[src/rtl/regfile_multiport.sv]
// Multi-port register file with hardwired zero register and a sequential clear engine (one entry per clock, busy while running).
// Reads are combinational (0 cycles); writes land on the clock edge. While busy, writes and new clear requests are dropped.
// REGFILE_BYPASS_EN forwards same-cycle write data to matching read ports.
module regfile_multiport #(
  parameter int DATA_WIDTH = 64,
  parameter int ADDR_WIDTH = 5,
  parameter int READ_PORTS = 2,
  parameter int ZERO_REG   = 31
) (
  input  logic                             clock,
  input  logic                             reset,
  input  logic [READ_PORTS*ADDR_WIDTH-1:0] select,
  output logic [READ_PORTS*DATA_WIDTH-1:0] out,
  input  logic [DATA_WIDTH-1:0]            data_in,
  input  logic [ADDR_WIDTH-1:0]            address,
  input  logic                             write,
  input  logic                             clear,
  output logic                             busy
);

  localparam int                    DEPTH    = 2 ** ADDR_WIDTH;
  localparam bit                    ZERO_EN  = (ZERO_REG >= 0) && (ZERO_REG < DEPTH);
  localparam logic [ADDR_WIDTH-1:0] ZERO_IDX = ADDR_WIDTH'(ZERO_REG);
  localparam logic [ADDR_WIDTH-1:0] LAST_IDX = '1;

  typedef enum logic {
    IDLE  = 1'b0,
    CLEAR = 1'b1
  } state_t;

  state_t                  state, state_nxt;
  logic [ADDR_WIDTH-1:0]   cnt, cnt_nxt;
  logic                    wr_en;
  logic                    clr_en;
  logic                    addr_is_zero;
  logic [DATA_WIDTH-1:0]   regs [DEPTH];

  assign addr_is_zero = ZERO_EN && (address == ZERO_IDX);

  always_comb begin
    state_nxt = state;
    cnt_nxt   = cnt;
    wr_en     = 1'b0;
    clr_en    = 1'b0;
    case (state)
      IDLE: begin
        // A write arriving with the clear request still completes.
        wr_en = write && !addr_is_zero;
        if (clear) begin
          state_nxt = CLEAR;
          cnt_nxt   = '0;
        end
      end
      CLEAR: begin
        clr_en  = 1'b1;
        cnt_nxt = cnt + ADDR_WIDTH'(1);
        if (cnt == LAST_IDX) begin
          state_nxt = IDLE;
        end
      end
      default: begin
        state_nxt = IDLE;
      end
    endcase
  end

  always_ff @(posedge clock or negedge reset) begin
    if (!reset) begin
      state <= IDLE;
      cnt   <= '0;
    end else begin
      state <= state_nxt;
      cnt   <= cnt_nxt;
    end
  end

  assign busy = (state == CLEAR);

  for (genvar g = 0; g < DEPTH; g++) begin : g_reg
    always_ff @(posedge clock or negedge reset) begin
      if (!reset) begin
        regs[g] <= '0;
      end else if (wr_en && (address == ADDR_WIDTH'(g))) begin
        regs[g] <= data_in;
      end else if (clr_en && (cnt == ADDR_WIDTH'(g))) begin
        regs[g] <= '0;
      end
    end
  end

  for (genvar p = 0; p < READ_PORTS; p++) begin : g_rd
    logic [ADDR_WIDTH-1:0] sel;
    logic [DATA_WIDTH-1:0] rd_dat;

    assign sel = select[p*ADDR_WIDTH +: ADDR_WIDTH];

    always_comb begin
      rd_dat = regs[sel];
      if (ZERO_EN && (sel == ZERO_IDX)) begin
        rd_dat = '0;
      end
`ifdef REGFILE_BYPASS_EN
      // wr_en already excludes the zero register and any non-IDLE state.
      if (wr_en && (address == sel)) begin
        rd_dat = data_in;
      end
`else
`endif
    end

    assign out[p*DATA_WIDTH +: DATA_WIDTH] = rd_dat;
  end

endmodule

[config.mk]
export PLATFORM = sky130hd
export DESIGN_NAME = regfile_multiport
export DESIGN_NICKNAME = d
export VERILOG_FILES = /design/src/rtl/regfile_multiport.sv
export SDC_FILE = /design/constraint.sdc
export NUM_CORES = 2
export LEC_CHECK = 0
export ABC_AREA = 0
export CORE_ASPECT_RATIO = 0.7
export CORE_MARGIN = 2
export CORE_UTILIZATION = 45
export CTS_CLUSTER_SIZE = 16
export DETAILED_ROUTE_END_ITERATION = 6
export PLACE_DENSITY = 0.67
export SLEW_MARGIN = 10
export SYNTH_ARGS = -nofsm -noshare
export SYNTH_HDL_FRONTEND = slang
export SYNTH_SLANG_ARGS = --single-unit
export TNS_END_PERCENT = 50
[constraint.sdc]
create_clock -name clock -period 7 [get_ports clock]
set_clock_uncertainty 0.1 [all_clocks]
set_input_delay 1.4 -clock clock [delete_from_list [all_inputs] [get_ports clock]]
set_output_delay 1.4 -clock clock [all_outputs]
set_load 0.01 [all_outputs]
==> impl_metrics.yaml <==
clock_tree:
  cts_root_buffer: "clkbuf_16"
  cts_buffer_depth: 4
  cts_setup_buffers: 0
  cts_max_level: 4
  cts_tree: "built"
  hold_buffers: 0
  cts_buffers: 199
  clk_latency_ns: 0.89
  clkSinkCount: 2054
  clk_pin_slew_ns: 0.06
  postCtsResizedCells: 0
power_and_ir_drop:
  p_int_w: 0.0219
  p_seq_share_pct: 43.8
  combPwrFrac_pct: 19.5
  p_sw_share_pct: 30.9
  switchingPower_w: 0.00982
  ir_drop_mv: 0.213
  p_clk_share_pct: 36.7
  leakagePower_nw: 51.7
  total_power_w: 0.0318
  pwr_density_cell_mw_per_mm2: 270
drt:
  detail-route-antenna-nets: 0
  remaining_drc_errors: 0
  viasPerCell: 8.03
  drt_wl_total_um: 452000
  dr.first_iter.drc_count: 14900
  drt_pre_antenna_iters: 7
  drt-wirelength-per-cell_um: 43.4
  vias: 83700
layout:
  layout-drive-gt1-share_pct: 24.5
  register_area_mm2: 0.0514
  final_nets: 7263
  fill_cells: 19000
  area_growth_syn_to_layout_pct: 11.7
  multi_input_area_mm2: 0.0496
  fin_area_mm2: 0.117
floorplan:
  start_util_pct: 45.3
  die-area_mm2: 0.238
  ios: 212
  die_h_um: 408
  row_count: 148
  fp.coreArea_mm2: 0.232
  die_w_um: 582
setup_path:
  cp.arrival_ns: 5.37
  endpoint_kind: "primary output"
  startpoint_type: "primary input"
  crit_required_ns: 5.50
  crit_type: "in -> out"
  crit_fanout: 56
global_route:
  grt_pass1_vias: 81600
  grt-ovfl-total: 0
  track_usage_pct: 37.4
  grt_pass1_wl_um: 636000
  grt_max_degree: 180
  antenna_found_initial: 36
timing:
  setup_violations: 0
  finalCritPeriodShare_pct: 98.1
  max_freq_mhz: 146
  timing.final.hold_violations: 0
  finalSetupTns_ns: 0
  min_period_ns: 6.87
  tightest_slew_ns: 1.46
  max_slew_margin_pct: 2.15
  maxSlewViolCount: 0
  rsz0062_at_grt: "no"
synthesis:
  synth_warnings: 0
  yosys.area.top_type: "dfrtp_1"
  synth_top_area_share_pct: 48.9
  netlist_instances: 7401
  avgSynthCellArea_um2: 14.2
  synth_cell_types: 53
  netlist_area_mm2: 0.105
  ys_seq_area_share_pct: 48.9
  syn_nets: 7490
  synthTopCellsByArea: "dfrtp_1 (49%), mux4_2 (19%), a22o_1 (17%), mux2i_1 (4.0%), clkbuf_1 (1.9%)"
  async_flop_share_pct: 100
  synth_edf_count: 0
  ys_ff_latch: 2054
  synth-main-ff-cell: "dfrtp_1"
hold_path:
  hold_path.class: "in -> async"
flow_run:
  cap_viol_max_count: 0
run_status:
  status: "completed"
placed_design:
  hpwlAfterDp_um: 250000
  placed_cell_area_mm2: 0.111
  gp_congestion: 0.920
  io_buffers: 211
## metrics by stage
stage	hold WS [ns]	std cells	util [%]	setup WS [ns]
final	0.346	10400	50.6	0.134
after global routing	0.387	10400	50.5	0.169
after CTS	0.386	10400	50.6	0.338
after detailed placement	0.366	10000	47.6	0.351
after global placement	0.364	10000	47.6	0.0248
after floorplan	0.348	7401	-	2.37
## path summary, 6_finish.rpt
kind                                     endpoint  depth (start not counted)  slack [ns]                 start
setup / recovery                          out[15]                          9        0.13             select[0]
hold / removal              regs[714]$_DFFE_PN0P_                          1        0.35                 reset
setup reg to reg           regs[2010]$_DFFE_PN0P_                          5        2.49        busy$_DFF_PN0_
hold reg to reg              regs[48]$_DFFE_PN0P_                          1        0.38  regs[48]$_DFFE_PN0P_
max in group asynchronous   regs[431]$_DFFE_PN0P_                          2        4.64                 reset
min in group clock           regs[48]$_DFFE_PN0P_                          1        0.38  regs[48]$_DFFE_PN0P_
## synthesized netlist by cell type, types with 7 or more instances
master        n
a2111oi_0    51
a2111oi_1     7
a2111oi_2    29
a211oi_1     77
a21oi_1      89
a21oi_2       8
a22o_1     2013
a22oi_1      29
a2bb2oi_1    20
and2_1       69
and3_1        7
buf_1        46
buf_2       302
buf_4        62
buf_6        48
clkbuf_1    542
dfrtp_1    2054
mux2_2       54
mux2i_1     417
mux4_2      889
nand2_1      62
nand2b_1      9
nand3_1      30
nand3b_1      7
nor2_1       37
nor2b_1      52
nor3_1       30
o21ai_0      28
o221ai_1     73
o22ai_1     155
or2_1        21
or3_1        21
## sequential cells by signal, summed over array words and instances (netlist names)
register  count
busy          1
regs       2048
cnt           5
## cell type report
cell class	count	area share (%)
well taps	3075	3.28
flip-flops and latches	2054	43.8
multi-input cells	4334	42.2
diodes	21	0.0447
repair buffers	578	4.89
clock buffers	277	4.99
clock inverters	74	0.822
inverters	7	0.0234
## kinds of logic after synthesis
logic type / count (synthesis) / share of synthesized area (%)
AO/OA/AOI/OAI: 2603 / 20.9
flip-flops: 2054 / 48.9
multiplexers: 1360 / 23.6
buffers and inverters: 1013 / 4.60
AND/OR/NAND/NOR: 363 / 1.92
adder cells (fa/ha/maj): 6 / 0.0714
XOR/XNOR: 2 / 0.0167
## power by group through the flow
stage	sequential, W	clock [W]	combinational [W]
after global routing	0.0140	0.0122	0.00628
after detailed placement	0.0140	0	0.00593
after global placement	0.0140	0	0.00583
final	0.0139	0.0117	0.00620
after floorplan	0.0137	0	0.00347
after CTS	0.0138	0.0117	0.00594
## per-layer routing
layer	global-route usage [%]	vias to the layer above	part of all wire, %
met5	0.402	-	0.037
met4	21.0	24	6.6
met3	19.5	1843	18
met2	48.8	8750	40
met1	49.3	43400	35
li1	-	29700	-
## cell usage in the layout (no fill, tap or decap), types with 50 or more instances in the layout
| master | netlist | final |
|---|---|---|
| a21oi_1 | 89 | 69 |
| dfrtp_1 | 2054 | 2054 |
| clkbuf_8 | 0 | 50 |
| mux2i_1 | 417 | 417 |
| nand2_1 | 62 | 58 |
| and2_1 | 69 | 69 |
| buf_12 | 2 | 74 |
| clkbuf_16 | 0 | 203 |
| o221ai_1 | 73 | 73 |
| clkdlybuf4s50_1 | 0 | 184 |
| a22o_1 | 2013 | 2013 |
| mux4_2 | 889 | 889 |
| a211oi_1 | 77 | 77 |
| buf_4 | 62 | 293 |
| mux2_2 | 54 | 54 |
| o22ai_1 | 155 | 155 |
## critical path: stages
cell             delay (ns)
buf_8                  0.64
buf_12                 0.32
buf_4                  0.43
mux4_2                 0.31
mux2_2                 0.14
nand2_1                0.06
a2111oi_2              1.07
buf_4                  0.24
clkdlybuf4s50_1        0.53
Note: power is estimated with default switching activity, not from simulation.
